## src/rtl/reg_sb_pkg.sv

```systemverilog
// Shared defaults and types for the register scoreboard.
package reg_sb_pkg;

    localparam int DEF_NUM_REGS = 8;
    localparam int DEF_NUM_SRC  = 2;
    localparam int DEF_CNT_W    = 3;
    localparam int DEF_REG_W    = $clog2(DEF_NUM_REGS);

    typedef logic [DEF_REG_W-1:0] reg_idx_t;
    typedef logic [DEF_CNT_W-1:0] cnt_t;

endpackage

```

## src/rtl/reg_sb_counter.sv

```systemverilog
// Per-register saturating pending-writer counter; dec is gated at zero and
// reported as underflow instead.
module reg_sb_counter
    import reg_sb_pkg::*;
#(
    parameter int CNT_W = DEF_CNT_W
) (
    input  logic             clk,
    input  logic             reset,
    input  logic             inc,
    input  logic             dec,
    input  logic             flush,
    output logic [CNT_W-1:0] count,
    output logic             nonzero,
    output logic             saturated,
    output logic             underflow
);

    logic inc_eff;
    logic dec_eff;

    assign nonzero   = |count;
    assign saturated = &count;
    assign underflow = dec & ~nonzero;
    assign inc_eff   = inc & ~saturated;
    assign dec_eff   = dec & nonzero;

    always_ff @(posedge clk) begin
        if (reset || flush) begin
            count <= '0;
        end else if (inc_eff && !dec_eff) begin
            count <= count + 1'b1;
        end else if (dec_eff && !inc_eff) begin
            count <= count - 1'b1;
        end
    end

endmodule

```

## src/rtl/reg_scoreboard.sv

```systemverilog
// Register scoreboard at decode: per-register writer counters, source
// dependency stall, full stall and sticky retire-underflow error.
// Optional macro REG_SCOREBOARD_BYPASS_EN: a source resolved by a same-cycle
// retire of its last writer does not stall.
module reg_scoreboard
    import reg_sb_pkg::*;
#(
    parameter int NUM_REGS = DEF_NUM_REGS,
    parameter int NUM_SRC  = DEF_NUM_SRC,
    parameter int CNT_W    = DEF_CNT_W,
    parameter int REG_W    = $clog2(NUM_REGS)
) (
    input  logic                     clk,
    input  logic                     reset,
    input  logic                     issue_v,
    input  logic [NUM_SRC-1:0]       src_v,
    input  logic [NUM_SRC*REG_W-1:0] src_reg,
    input  logic                     dst_v,
    input  logic [REG_W-1:0]         dst_reg,
    input  logic                     retire_v,
    input  logic [REG_W-1:0]         retire_reg,
    input  logic                     flush,
    output logic                     dep,
    output logic                     full,
    output logic                     issue_ok,
    output logic [NUM_REGS-1:0]      busy,
    output logic                     err
);

    localparam int unsigned IDX_SPAN = 2 ** REG_W;

    logic [CNT_W-1:0]    cnt     [NUM_REGS];
    logic [CNT_W-1:0]    cnt_ext [IDX_SPAN];
    logic [IDX_SPAN-1:0] sat_ext;
    logic [NUM_REGS-1:0] inc;
    logic [NUM_REGS-1:0] dec;
    logic [NUM_REGS-1:0] nonzero;
    logic [NUM_REGS-1:0] saturated;
    logic [NUM_REGS-1:0] underflow;
    logic                src_hit;

    for (genvar r = 0; r < NUM_REGS; r++) begin : g_cnt
        assign inc[r] = issue_ok & dst_v & (dst_reg == REG_W'(r));
        // Retires are squashed along with everything else during a flush.
        assign dec[r] = retire_v & ~flush & (retire_reg == REG_W'(r));

        reg_sb_counter #(.CNT_W(CNT_W)) u_cnt (
            .clk       (clk),
            .reset     (reset),
            .inc       (inc[r]),
            .dec       (dec[r]),
            .flush     (flush),
            .count     (cnt[r]),
            .nonzero   (nonzero[r]),
            .saturated (saturated[r]),
            .underflow (underflow[r])
        );
    end

    // Indices beyond NUM_REGS read as an idle register.
    always_comb begin
        sat_ext = '0;
        for (int unsigned r = 0; r < IDX_SPAN; r++) begin
            cnt_ext[r] = '0;
        end
        for (int unsigned r = 0; r < int'(NUM_REGS); r++) begin
            cnt_ext[r] = cnt[r];
            sat_ext[r] = saturated[r];
        end
    end

    always_comb begin
        src_hit = 1'b0;
        for (int unsigned i = 0; i < int'(NUM_SRC); i++) begin
            logic [REG_W-1:0] idx;
            logic             hit;
            idx = src_reg[i*REG_W +: REG_W];
            hit = src_v[i] & (cnt_ext[idx] != '0);
`ifdef REG_SCOREBOARD_BYPASS_EN
            if (cnt_ext[idx] == CNT_W'(1) && retire_v && !flush && retire_reg == idx) begin
                hit = 1'b0;
            end
`endif
            src_hit = src_hit | hit;
        end
    end

    assign dep      = issue_v & src_hit;
    assign full     = issue_v & dst_v & sat_ext[dst_reg];
    assign issue_ok = issue_v & ~dep & ~full & ~flush;
    assign busy     = nonzero;

    always_ff @(posedge clk) begin
        if (reset) begin
            err <= 1'b0;
        end else if (|underflow) begin
            err <= 1'b1;
        end
    end

endmodule

```

## config.mk

```make
export PLATFORM = sky130hd
export DESIGN_NAME = reg_scoreboard
export DESIGN_NICKNAME = d
export VERILOG_FILES = /design/src/rtl/reg_sb_pkg.sv /design/src/rtl/reg_sb_counter.sv /design/src/rtl/reg_scoreboard.sv
export SDC_FILE = /design/constraint.sdc
export NUM_CORES = 1
export LEC_CHECK = 0
export CORE_MARGIN = 2
export CORE_UTILIZATION = 58
export CTS_CLUSTER_DIAMETER = 120
export CTS_CLUSTER_SIZE = 10
export DETAILED_ROUTE_END_ITERATION = 8
export GPL_ROUTABILITY_DRIVEN = 0
export PLACE_DENSITY = 0.88
export RECOVER_POWER = 100
export SYNTH_ARGS = -nofsm -noshare
export SYNTH_HDL_FRONTEND = slang
export SYNTH_SLANG_ARGS = --single-unit
export TNS_END_PERCENT = 100
```

## constraint.sdc

```tcl
create_clock -name clk -period 6.9 [get_ports clk]
set_input_delay 1.38 -clock clk [delete_from_list [all_inputs] [get_ports clk]]
set_output_delay 1.38 -clock clk [all_outputs]
set_load 0.01 [all_outputs]
```

==> results.yml, run 1 <==
run_status:
  status: "complete, no violations"
worst_setup_path:
  cp.required_ns: 5.52
  cp-end-kind: "primary output"
  critPathArrivalTime_ns: 3.89
  crit_fanout: 10
  crit_chain: "dlygate4sd3_1 -> nor4_1 -> a2111oi_0 -> a41oi_1 -> nand4_1 -> nor4b_1 -> clkdlybuf4s50_1"
  rrSetupSlack_ns: 3.33
  crit_slowest_cell: "dlygate4sd3_1"
  startpoint_type: "input port"
  critical_path_class: "input port to primary output"
  slowest_delay_ns: 0.65
placed_design:
  post-place-cells: 281
  hpwl_um: 3250
  port-buffer-count: 31
route:
  vias: 1671
  wl_um: 4120
  drtAntennaViolNets: 0
  routedWlPerCell_um: 14.5
  firstDrtPassIters: 4
  via_per_inst: 5.86
  drt_iter0_drc: 103
  drc_errors: 0
synthesis:
  yosys-top-cells-area: "dfxtp_1, fa_1, xor2_1, mux2i_1, ha_1"
  synth_top_cell_area_share: 0.259
  synthCells: 220
  synthFlopType: "dfxtp_1"
  synth.net_count: 256
  seq_area_frac_synth: 0.259
  syn_area_um2: 1940
  synth-edff-count: 0
  synth_top_area_cell: "dfxtp_1"
  ys_ff_latch: 25
  synth_cell_type_count: 41
  yosys_warnings: 0
  async_flop_share: 0
  avgSynthCellArea_um2: 8.80
floorplan:
  coreArea_um2: 3100
  die_h_um: 61.8
  start_util: 0.624
  die-area_um2: 3820
  die_w_um: 61.8
  rows: 20
  io_pins: 32
clocking:
  clk_transition_reported_paths_ns: 0.13
  cts.path.max_buffers: 2
  clock-sinks: 25
  ctsHoldBuffers: 0
  cts_tree: "yes"
  numCtsBuffers: 3
  cts_resized: 0
  cts_setup_buffers: 0
  htree_levels: 1
  cts-root-buf: "clkbuf_4"
  clk_latency_ns: 0.32
sta:
  hold_viol: 0
  clock.fmax_ghz: 0.190
  tightest_slew_ns: 0.757
  fin_setup_tns_ns: 0
  skew_ns: 0.00422
  finalCritPeriodShare: 0.763
  rsz0062_at_grt: "no"
  drv_slew: 0
  min_period_ns: 5.27
  setup_violations: 0
  slew_headroom: 0.494
global_routing:
  grt-ovfl-total: 0
  grt_util_all_layers: 0.243
  grt_pass1_vias: 1607
  grt_max_degree: 25
  grt_pass1_wl_um: 6940
  antenna_found_initial: 0
power_and_ir_drop:
  p_leak_nw: 0.895
  peakVddDrop_mv: 0.0878
  powerDensity_nw_per_um2: 119
final_layout:
  nNetsFinal: 278
  layout.cells.non_filler: 285
  syn2layout_area_growth_pct: 12.5
  drive_gt1_frac: 0.0332
  antenna_cells: 0
  final_common_cell: "dfxtp_1"
  layout_common_cells: "dfxtp_1, clkdlybuf4s50_1, nor2_1, nand3_1, xor2_1"
flow_run:
  drv_cap: 0
hold_path:
  min_path_type: "flip-flop to flip-flop"
cell families (layout without fill, tap and decap cells):
group           count (synthesis)  in the layout  share of synthesized area
xor+xnor                       16             16                     0.0724
flops                          25             25                      0.259
buf+inv                        30             51                     0.0737
fa+ha+maj                      16             16                      0.134
compound gates                 33             33                      0.118
simple gates                   88             88                      0.281
mux                            12             12                     0.0621
metal layers:
metal	up-vias	wire length [um]	global-route usage
met5	-	0	0
met4	0	57	0.0881
met3	6	281	0.0331
met2	60	1950	0.408
met1	775	1830	0.321
li1	830	-	-
final timing paths:
| path | endpoint | startpoint | cells after the start |
|---|---|---|---|
| setup / recovery | issue_ok | src_reg[0] | 7 |
| hold / removal | g_cnt[7].u_cnt.count[2] | g_cnt[7].u_cnt.count[2] | 2 |
| setup reg to reg | g_cnt[1].u_cnt.count[2] | g_cnt[6].u_cnt.count[0] | 11 |
| hold reg to reg | g_cnt[7].u_cnt.count[2] | g_cnt[7].u_cnt.count[2] | 2 |
stage by stage:
step / utilization / setup WS [ns] / hold slack [ns] / power [W] / cell area [um2]
after CTS: 0.723 / 1.91 / 0.525 / 0.000264 / 2240
after detailed placement: 0.715 / 1.91 / 0.503 / 0.000198 / 2220
after global placement: 0.715 / 1.98 / 0.487 / 0.000197 / 2220
final: 0.702 / 1.63 / 0.516 / 0.000258 / 2180
after global routing: 0.702 / 1.37 / 0.542 / 0.000270 / 2180
after floorplan: - / 2.93 / 0.467 / 0.000176 / 1940
cells in the mapped netlist (4+ instances only):
library cell	instances
or3_1	10
nor3_1	7
clkbuf_1	6
nand2_1	5
xor2_1	16
nor2_1	18
inv_1	15
nand3_1	16
a21oi_1	9
nand3b_1	4
dfxtp_1	25
fa_1	8
o21ai_0	10
nor3_2	4
mux2i_1	12
ha_1	8
nor4_2	4
buf_4	8
area by class of cell:
cell class	instances	area (um2)
inverter	16	60.1
sequential	25	500
multi-input combinational	165	1230
fill	265	925
clock buffer	4	26.3
timing repair buffer	31	310
tap	44	55.1
critical path: cells and delay by family:
family                 cells  cell delay [ns]
AOI/OAI and AO/OA          2             0.31
buffers and inverters      2             1.24
and+or+nand+nor            3             0.96
registers in the layout, indices dropped and copies added, names as in the netlist:
name	cells
err	1
g_cnt.u_cnt.count	24
report_power, final:
group	switching, W	total [W]	internal [W]
combinational	0.0000232	0.0000459	0.0000227
clock	0.0000431	0.0000657	0.0000226
sequential	0.00000116	0.000147	0.000146
(Power assumes the default switching activity.)
==> run 2: changes to the inputs <==
CORE_UTILIZATION = 53   (was 58)
PLACE_DENSITY = 0.81   (was 0.88)
clock period = 5.45 ns   (was 6.9 ns; I/O delays follow)
==> run 2 against run 1 <==
Compared with the run above: total power rose by 28%; final area rose by 0.17%; combinational power up 27%; sequential power grew 27%; sequential cell count unchanged; first-iteration DRC count fell by 26%; highest routed layer unchanged; via count down 1.3%; clock-buffer cell count down 1; global-route usage is 2.0 points lower; register-to-register slack got worse by 1.6 ns; worst hold slack better by 0.0050 ns; clock power up 32%.
==> results.yml, run 2 (synthesized netlist as in run 1, its figures left out) <==
sta:
  rsz0062_at_grt: "no"
  min_period_ns: 4.80
  hold_viol: 0
  clock.fmax_ghz: 0.208
  slew_headroom: 0.517
  finalCritPeriodShare: 0.881
  drv_slew: 0
  fin_setup_tns_ns: 0
  hold-worst-slack_ns: 0.521
  tightest_slew_ns: 0.722
  skew_ns: 0.00188
  setup_violations: 0
final_layout:
  syn2layout_area_growth_pct: 12.7
  reg.largest.list: "g_cnt.u_cnt.count (24), err (1)"
  layout_common_cells: "dfxtp_1, clkdlybuf4s50_1, nor2_1, nand3_1, xor2_1"
  final_common_cell: "dfxtp_1"
  drive_gt1_frac: 0.0373
  largest_reg_flops: 24
  nNetsFinal: 278
  antenna_cells: 0
  largest-register: "g_cnt.u_cnt.count"
route:
  routedWlPerCell_um: 14.7
  wl_um: 4220
  firstDrtPassIters: 4
  drtAntennaViolNets: 0
  drt_iter0_drc: 76
  via_per_inst: 5.75
  drc_errors: 0
  vias: 1650
global_routing:
  grt_pass1_wl_um: 7400
  grt_util_all_layers: 0.223
  grt-ovfl-total: 0
  grt_pass1_vias: 1600
  antenna_found_initial: 0
  grt_max_degree: 25
floorplan:
  die-area_um2: 4150
  rows: 21
  start_util: 0.567
  die_w_um: 64.4
  io_pins: 32
  die_h_um: 64.4
  coreArea_um2: 3420
worst_setup_path:
  critical_path_class: "input port to primary output"
  crit_chain: "dlygate4sd3_1 -> nor4_1 -> a2111oi_0 -> a41oi_1 -> nand4_1 -> nor4b_1 -> clkdlybuf4s50_1"
  startpoint_type: "input port"
  critPathArrivalTime_ns: 3.71
  cp-end-kind: "primary output"
  crit_slowest_cell: "dlygate4sd3_1"
  cp.required_ns: 4.36
  crit_fanout: 10
  slowest_delay_ns: 0.64
hold_path:
  min_path_type: "flip-flop to flip-flop"
placed_design:
  port-buffer-count: 31
  hpwl_um: 3240
clocking:
  clock-sinks: 25
  clk_transition_reported_paths_ns: 0.14
  cts_setup_buffers: 0
  cts_tree: "yes"
  numCtsBuffers: 3
  clk_latency_ns: 0.33
  htree_levels: 1
  cts-root-buf: "clkbuf_4"
  cts.path.max_buffers: 2
  ctsHoldBuffers: 0
  cts_resized: 0
flow_run:
  drv_cap: 0
power_and_ir_drop:
  powerDensity_nw_per_um2: 152
  peakVddDrop_mv: 0.169
  p_leak_nw: 0.897
run_status:
  status: "complete, no violations"
-- run 2: cell types whose count changed in the layout (fill, tap and decap cells not counted) --
cell / change
clkinv_2: +1
clkbuf_1: -1
-- run 2: metrics by stage --
stage | cells | total power (W) | area, um2 | worst slack [ns] | util
after floorplan | 220 | 0.000222 | 1940 | 2.00 | -
after detailed placement | 283 | 0.000250 | 2220 | 1.02 | 0.650
after global placement | 283 | 0.000250 | 2220 | 1.09 | 0.650
after CTS | 287 | 0.000337 | 2250 | 1.00 | 0.658
after global routing | 287 | 0.000346 | 2180 | 0.497 | 0.639
final | 287 | 0.000331 | 2180 | 0.648 | 0.639
-- run 2: path summary, 6_finish.rpt --
kind | from | endpoint | slack (ns) | depth (start not counted)
worst max register to register | g_cnt[6].u_cnt.count[0] | g_cnt[0].u_cnt.count[2] | 1.77 | 11
worst min-delay path | g_cnt[4].u_cnt.count[2] | g_cnt[4].u_cnt.count[2] | 0.52 | 2
worst min register to register | g_cnt[4].u_cnt.count[2] | g_cnt[4].u_cnt.count[2] | 0.52 | 2
worst max-delay path | src_reg[0] | issue_ok | 0.65 | 7
-- run 2: layout make-up --
cell class              instances  area (um2)
fillers                       293        1230
multi-input cells             165        1230
flip-flops and latches         25         500
repair buffers                 31         310
inverters                      16        60.1
well taps                      46        57.6
clock buffers                   3        22.5
clock inverters                 1        5.00
-- run 2: power breakdown --
| group | leakage [nW] | total [W] | internal (W) | switching (W) |
|---|---|---|---|---|
| combinational | 0.678 | 0.0000583 | 0.0000287 | 0.0000296 |
| sequential | 0.202 | 0.000186 | 0.000184 | 0.00000154 |
| clock | 0.0177 | 0.0000870 | 0.0000276 | 0.0000595 |
-- run 2: worst max-delay path: cells and delay by family --
kind / cells / cell delay (ns)
AO/OA/AOI/OAI: 2 / 0.33
buffers and inverters: 2 / 1.25
AND/OR/NAND/NOR: 3 / 1.04
-- run 2: per-layer routing --
layer	vias up	part of all wire	track usage	wire [um]
li1	823	-	-	-
met1	781	0.47	0.296	1980
met2	42	0.46	0.371	1940
met3	4	0.064	0.0556	270
met4	0	0.0092	0.0426	39
met5	-	0	0	0
==> run 3: changes to the inputs <==
clock period = 5.4 ns   (was 5.45 ns; I/O delays follow)
==> results of run 3 <==
The final DEF is identical to that of run 2. Status: complete, no violations.
Main changes from that run: setup slack after placement 1.02 ns -> 0.991 ns; setup slack after layout 0.648 ns -> 0.618 ns; register-to-register setup slack 1.77 ns -> 1.72 ns; total power 0.000331 W -> 0.000334 W; worst IR drop on VDD 0.169 mV -> 0.170 mV
